==> src/rtl/nano_mem_arbiter.sv <==
// Single-port memory arbiter for nano_rv32i: data side has priority over fetch,
// with a streak counter that forces a fetch grant after STARVE_MAX data grants.
module nano_mem_arbiter #(
   parameter int unsigned STARVE_MAX = 4
) (
   input  logic        clk_i,
   input  logic        rst_i,
   input  logic        i_req_i,
   input  logic [31:0] i_addr_i,
   output logic        i_gnt_o,
   output logic        i_valid_o,
   output logic [31:0] i_data_o,
   input  logic        d_req_i,
   input  logic [31:0] d_addr_i,
   input  logic [3:0]  d_rd_i,
   input  logic [3:0]  d_we_i,
   input  logic [31:0] d_data_i,
   output logic        d_gnt_o,
   output logic        d_valid_o,
   output logic [31:0] d_data_o,
   output logic        m_req_o,
   output logic [31:0] m_addr_o,
   output logic [3:0]  m_rd_o,
   output logic [3:0]  m_we_o,
   output logic [31:0] m_wdata_o,
   input  logic        m_ack_i,
   input  logic [31:0] m_rdata_i
);

   localparam logic [3:0] SMAX = 4'(STARVE_MAX);

   typedef enum logic [1:0] {IDLE = 2'd0, I_BUSY = 2'd1, D_BUSY = 2'd2} state_t;

   state_t     state;
   logic [3:0] streak;
   logic       grant_d, grant_i;
   logic [3:0] d_rd_sel;

   // Write wins over read; a data request with no enables becomes a full-word read.
   always_comb begin
      d_rd_sel = 4'b0000;
      if (d_we_i == 4'b0000)
         d_rd_sel = (d_rd_i != 4'b0000) ? d_rd_i : 4'b1111;
   end

   assign grant_d = d_req_i && !(i_req_i && streak == SMAX);
   assign grant_i = i_req_i && !grant_d;

   always_ff @(posedge clk_i) begin
      if (rst_i) begin
         state     <= IDLE;
         streak    <= 4'd0;
         i_gnt_o   <= 1'b0;
         i_valid_o <= 1'b0;
         i_data_o  <= 32'h0;
         d_gnt_o   <= 1'b0;
         d_valid_o <= 1'b0;
         d_data_o  <= 32'h0;
         m_req_o   <= 1'b0;
         m_addr_o  <= 32'h0;
         m_rd_o    <= 4'b0000;
         m_we_o    <= 4'b0000;
         m_wdata_o <= 32'h0;
      end else begin
         i_gnt_o   <= 1'b0;
         d_gnt_o   <= 1'b0;
         i_valid_o <= 1'b0;
         d_valid_o <= 1'b0;
         case (state)
            IDLE: begin
               if (grant_d) begin
                  state     <= D_BUSY;
                  d_gnt_o   <= 1'b1;
                  streak    <= (streak == SMAX) ? streak : streak + 4'd1;
                  m_req_o   <= 1'b1;
                  m_addr_o  <= d_addr_i;
                  m_wdata_o <= d_data_i;
                  m_we_o    <= d_we_i;
                  m_rd_o    <= d_rd_sel;
               end else if (grant_i) begin
                  state     <= I_BUSY;
                  i_gnt_o   <= 1'b1;
                  streak    <= 4'd0;
                  m_req_o   <= 1'b1;
                  m_addr_o  <= i_addr_i;
                  m_wdata_o <= 32'h0;
                  m_we_o    <= 4'b0000;
                  m_rd_o    <= 4'b1111;
               end
            end
            I_BUSY: begin
               if (m_ack_i) begin
                  state     <= IDLE;
                  m_req_o   <= 1'b0;
                  i_valid_o <= 1'b1;
                  i_data_o  <= m_rdata_i;
               end
            end
            D_BUSY: begin
               // Stores also latch m_rdata_i; the core ignores it.
               if (m_ack_i) begin
                  state     <= IDLE;
                  m_req_o   <= 1'b0;
                  d_valid_o <= 1'b1;
                  d_data_o  <= m_rdata_i;
               end
            end
            default: begin
               state   <= IDLE;
               m_req_o <= 1'b0;
            end
         endcase
      end
   end

endmodule

==> config.mk <==
export PLATFORM = sky130hd
export DESIGN_NAME = nano_mem_arbiter
export DESIGN_NICKNAME = d
export VERILOG_FILES = /design/src/rtl/nano_mem_arbiter.sv
export SDC_FILE = /design/constraint.sdc
export NUM_CORES = 1
export LEC_CHECK = 0
export BUFFER_PORTS_ARGS = -buffer_cell sky130_fd_sc_hd__buf_2
export CORE_MARGIN = 3
export CORE_UTILIZATION = 46
export DETAILED_ROUTE_END_ITERATION = 10
export GPL_ROUTABILITY_DRIVEN = 0
export HOLD_SLACK_MARGIN = 0.02
export PLACE_DENSITY_LB_ADDON = 0.2
export SYNTH_ARGS = -nofsm -noshare
export SYNTH_HDL_FRONTEND = slang
export SYNTH_SLANG_ARGS = --single-unit
==> constraint.sdc <==
create_clock -name clk_i -period 1.8 [get_ports clk_i]
set_clock_uncertainty 0.05 [all_clocks]
set_input_delay 0.18 -clock clk_i [delete_from_list [all_inputs] [get_ports clk_i]]
set_output_delay 0.18 -clock clk_i [all_outputs]
set_load 0.005 [all_outputs]
==> impl_metrics.toml, run 1 <==
[run_status]
outcome = "completed"

[pwr]
p_seq_share_pct = 43.0
swShare_pct = 25.7
p_leak_nw = 4.08
clkPwrFrac_pct = 38.9
p_int_mw = 6.26
power_frac_comb_pct = 18.1
cellPowerDensity_nw_per_um2 = 918
p_switching_mw = 2.16
peakVddDrop_mv = 0.710

[sta]
whs_ps = 54.1
period_share_pct = 95.9
final-hold-violation-count = 0
fmax_mhz = 579
slew_headroom_pct = 62.1
worst_pin_slew_ps = 568
slew_viol_final = 0
report.final.setup_viol = 0
fin_crit_ps = 1730

[floorplan]
die_y_um = 117
start_util_pct = 47.2
num_rows = 40
io-pin-count = 282
die_x_um = 117
die_area_um2 = 13800
core_um2 = 12100

[job]
cap_violations = 0

[synth]
seq_area_frac_synth_pct = 51.7
post_synth_num_cell_types = 37
ys.flop_type = "dfxtp_1"
synth.area.top_cells = "dfxtp_1 (52%), nand2_1 (8.8%), a21oi_1 (6.1%)"
syn_area_um2 = 5700
synth.top_cells.by_count = "dfxtp_1 (147), nand2_1 (133), nor2_1 (74), a21oi_1 (70), o21ai_0 (42)"
synth.avg_cell_area_um2 = 8.44
synth_fp_nets = 821
yosysTopAreaCellShare_pct = 51.7
yosysTopAreaCell = "dfxtp_1"
synth-edff-count = 0
yosysWarnings = 0
synthArstFlopShare_pct = 0
post-synth-top-count-cell = "dfxtp_1"
yosys_register_bits = 147
syn-instance-count = 675

[placement]
placement.io_buffers = 281
hpwl_um = 11300

[setup_path]
cp-end-kind = "register"
timing.rr.start = "streak[0]$_SDFFE_PP0P_"
max_stage_delay_ps = 420
worstPathMaxFanout = 16
worstPathBufferInverterCount = 1
critPathTopFamily = "compound AO/OA/AOI/OAI gates"
cpMaxStageDelayCell = "and4b_4"
reg2reg_to = "m_addr_o[11]$_SDFFE_PP0P_"
arrival_ps = 1980
worstRegToRegCells = 5
required_ps = 2050
crit_chain = "inv_1 > ha_2 > and4b_4 > o21ai_0 > a311oi_1"
setup.worst_path.start_class = "register"
critical_path_class = "register to register"
r2r_slack_ps = 70

[clocking]
clock-root-buffer = "clkbuf_16"
tritoncts = "built"
htree_levels = 4
clkLatencyLatePin_ps = 410
clock_path_buffers = 2
numCtsBuffers = 17
cts_sinks = 147
clk_pin_slew_ps = 60

[global_route]
grt_usage_pct = 28.6
grt_max_degree = 97
grt_pass1_wl_um = 31200
antenna_found_initial = 1
grt_pass1_vias = 6392
overflow = 0

[drt]
via_per_inst = 5.43
post-route-drc-count = 0
firstDrtPassIters = 6
wl_um = 20800
post_drt_wl_per_cell_um = 16.8
num_vias = 6732
drtIter0Drc = 841
ant_nets = 0

[final_layout]
nNetsFinal = 1207
drive_gt1_share_pct = 31.9
final_util_pct = 76.1
num-fill-cells = 845
seqCellArea_um2 = 2940
multi_input_area_um2 = 2490
areaGrowthSynthToFinish_pct = 61.1

[worst_hold_path]
worst_hold_startpoint = "i_addr_i[27]"
min_to = "m_addr_o[27]$_SDFFE_PP0P_"
hold_path.class = "primary input to register"
whs_path_depth = 3
logic make-up (layout without fill, tap and decap cells):
logic type	Yosys count	count (layout)	share of synthesized area, %
flip-flops	147	147	51.7
AND/OR/NAND/NOR	264	266	19.7
buffers and inverters	69	463	5.69
AO/OA/AOI/OAI	190	190	21.9
adder cells (fa/ha/maj)	5	5	1.10
other	0	1	0
timing repair:
| item | CTS | global route |
|---|---|---|
| setup endpoints to repair | 0 | 32 |
| endpoints found under the hold margin | 133 | 0 |
| gates resized for setup | 0 | 6 |
| hold buffers | 129 | 0 |
| setup buffers | 0 | 2 |
worst max path at each step:
stage | start | end | slack (ps) | cells after the start
2_1_floorplan | state[0]$_SDFFE_PP0P_ | d_gnt_o$_SDFF_PP0_ | 300 | 7
3_3_place_gp | streak[0]$_SDFFE_PP0P_ | m_addr_o[19]$_SDFFE_PP0P_ | 160 | 5
3_5_place_dp | streak[0]$_SDFFE_PP0P_ | m_addr_o[27]$_SDFFE_PP0P_ | 60 | 5
4_1_cts | streak[0]$_SDFFE_PP0P_ | m_addr_o[27]$_SDFFE_PP0P_ | 30 | 5
5_1_grt | streak[0]$_SDFFE_PP0P_ | m_addr_o[11]$_SDFFE_PP0P_ | -3 | 5
6_report | streak[0]$_SDFFE_PP0P_ | m_addr_o[11]$_SDFFE_PP0P_ | 70 | 5
flip-flops by register name, summed over array words and instances (netlist names):
name       cells
i_data_o      32
m_addr_o      32
m_rd_o         4
d_valid_o      1
m_we_o         4
state          2
d_gnt_o        1
m_req_o        1
i_gnt_o        1
d_data_o      32
m_wdata_o     32
streak         4
i_valid_o      1
layout make-up:
type                    count  area share, %
diodes                      1         0.0273
clock buffers              24           5.36
clock inverters             5          0.573
inverters                   5          0.205
multi-input cells         461           27.1
flip-flops and latches    147           32.1
well taps                 168           2.29
repair buffers            429           32.4
power groups by stage:
stage / registers [mW] / logic, mW / clock network, mW
floorplan: 3.69 / 0.623 / 0
global placement: 3.67 / 1.22 / 0
detailed placement: 3.67 / 1.23 / 0
CTS: 3.60 / 1.45 / 3.34
global route: 3.64 / 1.67 / 3.46
finish: 3.62 / 1.53 / 3.28
metal layers:
metal  part of all wire [%]  global-route usage [%]  up-vias  wire, um
met1                     37                    32.0     3079      7630
met3                    9.4                    9.87       83      1970
met2                     50                    49.5      413     10500
li1                       -                       -     3157         -
met5                      0                       0        -         0
met4                    3.6                    11.5        0       749
worst reg2reg max path, delay by kind of cell (launching register included):
kind                     cells  cell delay [ps]
AO/OA/AOI/OAI                2              480
flip-flops                   1              320
AND/OR/NAND/NOR              1              420
adder cells (fa/ha/maj)      1              270
buffers and inverters        1               80
layout by cell type, fill, tap and decap left out, types with 2 or more instances in the layout:
master / n
dlygate4sd3_1: 129
nor3_1: 4
a311oi_1: 30
nand3_1: 34
inv_1: 5
ha_2: 2
nor2b_1: 3
buf_12: 10
clkbuf_1: 3
a211oi_2: 4
clkinv_2: 3
clkbuf_8: 4
ha_1: 3
a32oi_1: 36
buf_4: 9
o211ai_1: 2
dfxtp_1: 147
nand2_1: 133
a311oi_2: 2
and2_1: 3
buf_2: 280
a21oi_1: 70
nand3b_1: 2
o21ai_0: 42
and4b_4: 2
clkbuf_16: 17
nor2_1: 74
stage by stage:
stage	setup TNS, ps	cell area [um2]	instances	power (mW)	setup WS [ps]
global placement	0	7260	1077	4.89	156
CTS	0	9100	1235	8.39	30.8
detailed placement	0	7260	1077	4.90	61.9
global route	-3.19	9180	1240	8.77	-3.19
floorplan	0	5700	675	4.32	305
finish	0	9180	1240	8.42	73.2
Note: power is estimated with default switching activity, not from simulation.
==> run 2: changes to the inputs <==
--- a/config.mk
+++ b/config.mk
@@ -5,9 +5,11 @@
 export SDC_FILE = /design/constraint.sdc
 export NUM_CORES = 1
 export LEC_CHECK = 0
+export ABC_AREA = 1
 export BUFFER_PORTS_ARGS = -buffer_cell sky130_fd_sc_hd__buf_2
 export CORE_MARGIN = 3
 export CORE_UTILIZATION = 46
+export CTS_CLUSTER_SIZE = 25
 export DETAILED_ROUTE_END_ITERATION = 10
 export GPL_ROUTABILITY_DRIVEN = 0
 export HOLD_SLACK_MARGIN = 0.02
==> run 2 against run 1 <==
Global-route usage is essentially flat; combinational power grew 18%; flip-flop and latch count is the same; synthesized area grew 1.6%; worst setup slack gained 56 ps; via count shrank 0.13%; worst hold slack lost 8.2 ps; critical endpoint is now m_wdata_o[2]$_SDFFE_PP0P_; non-clock buffer count shrank 7; total power grew 6.3%; highest routed layer unchanged; sequential share of layout area is essentially flat; sequential power grew 3%.
==> impl_metrics.toml, run 2 <==
[clocking]
cts_sinks = 147
numCtsBuffers = 17
clkLatencyLatePin_ps = 420
clock_path_buffers = 2
clock-root-buffer = "clkbuf_16"
htree_levels = 4
cts_resized = 0
clk_pin_slew_ps = 60
tritoncts = "built"

[synth]
synth_top_family_by_area = "simple AND/OR/NAND/NOR gates"
synth_fp_nets = 954
synth-edff-count = 0
yosysTopAreaCell = "dfxtp_1"
yosysTopAreaCellShare_pct = 50.9
synthAdderAreaFrac_pct = 1.08
post_synth_num_cell_types = 22
synth-compound-area-share_pct = 7.37
synth.area.top_cells = "dfxtp_1 (51%), nor2_1 (13%), nand2_1 (12%)"
yosys_register_bits = 147
ys.flop_type = "dfxtp_1"
post-synth-top-count-cell = "nor2_1"
synthArstFlopShare_pct = 0
syn_area_um2 = 5790
synthXorXnorAreaFrac_pct = 0
synth.top_cells.by_count = "nor2_1 (208), nand2_1 (180), dfxtp_1 (147), o21ai_0 (73), nand3_1 (72)"
synth_mux_area_share_pct = 0
seq_area_frac_synth_pct = 50.9
synth.avg_cell_area_um2 = 7.16
yosysWarnings = 0
synth_simple_gate_area_share_pct = 32.5
syn-instance-count = 808

[job]
cap_violations = 0

[pwr]
p_int_mw = 6.52
swShare_pct = 27.2
p_switching_mw = 2.44
power_frac_comb_pct = 20.2
p_leak_nw = 4.85
peakVddDrop_mv = 0.580
cellPowerDensity_nw_per_um2 = 978
clkPwrFrac_pct = 38.2
p_seq_share_pct = 41.6

[setup_path]
timing.rr.start = "streak[0]$_SDFFE_PP0P_"
reg2reg_to = "m_wdata_o[2]$_SDFFE_PP0P_"
cp-end-kind = "register"
worstPathMaxFanout = 33
required_ps = 2110
critical_path_class = "register to register"
setup.worst_path.start_class = "register"
worstRegToRegCells = 9
r2r_slack_ps = 130
arrival_ps = 1980
crit_start = "streak[0]$_SDFFE_PP0P_"

[drt]
firstDrtPassIters = 6
post_drt_wl_per_cell_um = 14.4
num_vias = 6723
post-route-drc-count = 0
wl_um = 19900
drtIter0Drc = 638
ant_nets = 0
via_per_inst = 4.86

[sta]
worst_pin_slew_ps = 443
tns_ps = 0
rsz0062_at_grt = "no"
report.final.setup_viol = 0
fin_ws_ps = 129
slew_viol_final = 0
period_share_pct = 92.8
whs_ps = 45.9
fin_crit_ps = 1670
fmax_mhz = 598
final-hold-violation-count = 0
slew_headroom_pct = 70.4

[final_layout]
areaGrowthSynthToFinish_pct = 58.3
mostFrequentLayoutCell = "buf_2"
diodes = 0
final_util_pct = 75.3
drive_gt1_share_pct = 27.6
fin_cells = 1383
layout_common_cells = "buf_2 (281), nor2_1 (208), nand2_1 (180)"
nNetsFinal = 1348

[floorplan]
die_x_um = 118
start_util_pct = 47.6
core_um2 = 12200
die_y_um = 118
num_rows = 40
die_area_um2 = 14000
io-pin-count = 282

[global_route]
grt_max_degree = 59
antenna_found_initial = 0
grt_pass1_wl_um = 32600
overflow = 0
grt_pass1_vias = 6626
grt_usage_pct = 28.5

[placement]
place_ws_ps = 239
placement.io_buffers = 281
hpwl_um = 11600
dp.cells = 1226

[worst_hold_path]
whs_path_depth = 5
hold_path.class = "primary input to register"
min_to = "m_addr_o[12]$_SDFFE_PP0P_"
worst_hold_startpoint = "i_addr_i[12]"

[run_status]
outcome = "completed"
-- run 2: changes by cell type after synthesis, sizes merged, moves of 4 or more --
| cell | before | now |
|---|---|---|
| nor3 | 4 | 0 |
| inv | 5 | 56 |
| o21ai | 43 | 73 |
| nand2 | 133 | 182 |
| a211oi | 5 | 0 |
| nand3 | 34 | 73 |
| a32oi | 36 | 0 |
| nor2 | 74 | 209 |
| clkbuf | 35 | 15 |
| and2 | 4 | 0 |
| a21oi | 70 | 11 |
| a311oi | 32 | 0 |
-- run 2: worst max-delay path by stage --
stage                                       endpoint  depth (start not counted)
after floorplan            m_addr_o[11]$_SDFFE_PP0P_                          9
after global placement    m_wdata_o[27]$_SDFFE_PP0P_                          9
after detailed placement  m_wdata_o[12]$_SDFFE_PP0P_                          9
after CTS                  m_wdata_o[6]$_SDFFE_PP0P_                          9
after global routing      m_wdata_o[11]$_SDFFE_PP0P_                          9
final                      m_wdata_o[2]$_SDFFE_PP0P_                          9
-- run 2: worst max-delay path, cell delays in order (launching register included) --
cell and delay, ps:
dfxtp_1 350, inv_1 70, ha_1 210, nand3_1 110
nand2_2 80, nand2_4 90, nand3_4 100, inv_4 300
nand2_1 140, nand2_1 100
-- run 2: logic make-up (layout without fill, tap and decap cells) --
family / count (synthesis) / in the layout
flops: 147 / 147
buf+inv: 103 / 510
fa+ha+maj: 5 / 5
compound gates: 85 / 85
simple gates: 468 / 468
-- run 2: timing repair --
| item | 4_1_cts | 5_1_grt |
|---|---|---|
| buffers inserted | 0 | 0 |
| endpoints found under the hold margin | 131 | 0 |
| hold buffers | 125 | 0 |
-- run 2: metal layers --
| metal | wire length [um] | part of all wire, % | track usage, % | vias up |
|---|---|---|---|---|
| li1 | - | - | - | 3306 |
| met1 | 7610 | 38 | 32.5 | 3007 |
| met2 | 9730 | 49 | 48.7 | 342 |
| met3 | 1710 | 8.6 | 8.28 | 68 |
| met4 | 846 | 4.3 | 14.4 | 0 |
| met5 | 0 | 0 | 0 | - |
-- run 2: power by group through the flow --
stage / Sequential, mW / Combinational [mW] / Clock (mW)
final: 3.73 / 1.81 / 3.42
after global routing: 3.76 / 2.01 / 3.64
after CTS: 3.73 / 1.76 / 3.47
after detailed placement: 3.79 / 1.54 / 0
after global placement: 3.78 / 1.52 / 0
after floorplan: 3.82 / 0.840 / 0
-- run 2: layout make-up --
| type | count | area (um2) |
|---|---|---|
| multi-input combinational | 558 | 2370 |
| clock buffer | 22 | 464 |
| fill | 897 | 3000 |
| clock inverter | 10 | 108 |
| inverter | 56 | 213 |
| tap | 168 | 210 |
| timing repair buffer | 422 | 2850 |
| sequential | 147 | 2940 |
-- run 2: per-stage QoR --
stage	cell area [um2]	power, mW
floorplan	5790	4.66
global placement	7340	5.31
detailed placement	7340	5.33
CTS	9160	8.95
global route	9160	9.42
finish	9160	8.96
==> run 3: changes to the inputs <==
--- a/config.mk
+++ b/config.mk
@@ -8,7 +8,8 @@
 export ABC_AREA = 1
 export BUFFER_PORTS_ARGS = -buffer_cell sky130_fd_sc_hd__buf_2
 export CORE_MARGIN = 3
-export CORE_UTILIZATION = 46
+export CORE_UTILIZATION = 48
+export CTS_BUF_LIST = sky130_fd_sc_hd__clkbuf_8
 export CTS_CLUSTER_SIZE = 25
 export DETAILED_ROUTE_END_ITERATION = 10
 export GPL_ROUTABILITY_DRIVEN = 0
==> run 3 against run 2 <==
Global-route usage increased by 2.4 points; register-to-register slack got worse by 20 ps; worst hold slack improved by 12 ps; sequential share of layout area increased by 0.70 points; cell area decreased by 2.1%; critical path type unchanged.
==> impl_metrics.toml, run 3 (synthesis gave the netlist of run 2 again) <==
[run_status]
outcome = "completed"

[setup_path]
worstPathMaxFanout = 30
required_ps = 2130
worstRegToRegCells = 10
setup.worst_path.start_class = "register"
cpMaxStageDelayCell = "dfxtp_1"
cp-end-kind = "register"
critical_path_class = "register to register"
arrival_ps = 2020
crit_chain = "inv_1 > ha_1 > nand3_1 > nand2_2 > nand2_4 > buf_6 > nand2_1 > nand3_1 > nand2_1 > inv_1"
max_stage_delay_ps = 350

[sta]
rsz0062_at_grt = "no"
tns_ps = 0
fmax_mhz = 591
worst_pin_slew_ps = 520
final-hold-violation-count = 0
period_share_pct = 94.1
report.final.setup_viol = 0
fin_crit_ps = 1690
slew_viol_final = 0
slew_headroom_pct = 65.3

[pwr]
peakVddDrop_mv = 0.928
cellPowerDensity_nw_per_um2 = 915
p_leak_nw = 4.77

[final_layout]
diodes = 0
num-fill-cells = 784
drive_gt1_share_pct = 27.2
areaGrowthSynthToFinish_pct = 54.9
nNetsFinal = 1351
mostFrequentLayoutCell = "buf_2"
layout_common_cells = "buf_2 (281), nor2_1 (208), nand2_1 (180)"
fin_cells = 1359

[floorplan]
die_x_um = 116
start_util_pct = 49.8
core_um2 = 11600
num_rows = 39
die_area_um2 = 13400
die_y_um = 116
io-pin-count = 282

[clocking]
numCtsBuffers = 17
clk_pin_slew_ps = 80
htree_levels = 4
clock_path_buffers = 2
cts_sinks = 147
tritoncts = "built"
clock-root-buffer = "clkbuf_8"
clkLatencyLatePin_ps = 430
cts_setup_buffers = 0

[global_route]
grt_pass1_vias = 6694
overflow = 0
grt_max_degree = 55
antenna_found_initial = 0
grt_usage_pct = 30.9
grt_pass1_wl_um = 32700

[drt]
num_vias = 6991
firstDrtPassIters = 8
post_drt_wl_per_cell_um = 15.8
drtIter0Drc = 717
post-route-drc-count = 0
ant_nets = 0
via_per_inst = 5.14
wl_um = 21500

[placement]
hpwl_um = 11500
dp.cells = 1198
placement.io_buffers = 281

[worst_hold_path]
hold_path.class = "primary input to register"
whs_path_depth = 3

[job]
cap_violations = 0
## run 3: path summary, 6_finish.rpt
check | from | to | slack, ps
worst max-delay path | streak[0]$_SDFFE_PP0P_ | m_addr_o[8]$_SDFFE_PP0P_ | 110
worst min-delay path | d_we_i[3] | m_we_o[3]$_SDFFE_PP0P_ | 60
worst max register to register | streak[0]$_SDFFE_PP0P_ | m_addr_o[8]$_SDFFE_PP0P_ | 110
worst min register to register | streak[0]$_SDFFE_PP0P_ | streak[0]$_SDFFE_PP0P_ | 410
## run 3: final cells by class
type	count	area [um2]	area share [%]
tap	143	179	2.00
sequential	147	2940	32.8
multi-input combinational	558	2370	26.5
clock buffer	19	262	2.92
inverter	56	215	2.40
timing repair buffer	425	2860	31.9
clock inverter	11	139	1.55
## run 3: through the flow
step                      power, mW  utilization [%]  hold slack [ps]  cell area (um2)  setup WS, ps
after floorplan                4.66                -              233             5790           419
after global placement         5.27             62.4              316             7250           212
after detailed placement       5.29             62.4              319             7250           154
after CTS                      8.10             77.1             22.8             8960           137
after global routing           8.59             77.2             25.1             8970          11.6
final                          8.21             77.2             58.3             8970           107
## run 3: timing repair
action                                  CTS  global route
gates resized for setup                   0             2
endpoints found under the setup margin    0            21
hold endpoints to repair                132             0
hold buffers                            131             0
## run 3: report_power, final
group	switching, mW	internal, mW	leakage [nW]
Combinational	1.02	0.833	3.36
Sequential	0.166	3.57	1.21
Clock	1.21	1.42	0.202
## run 3: worst max-delay path, delay by kind of cell (launching register included)
kind                       cells  cell delay [ps]
DFF                            1              350
buffers and inverters          3              420
and+or+nand+nor                6              590
adders and majority gates      1              210
## run 3: layer usage
metal	global-route usage (%)	vias to the layer above	wire, um
met5	0	-	0
met2	51.9	459	10500
met3	11.3	89	2190
met1	34.6	3137	7810
met4	15.5	0	950
li1	-	3306	-
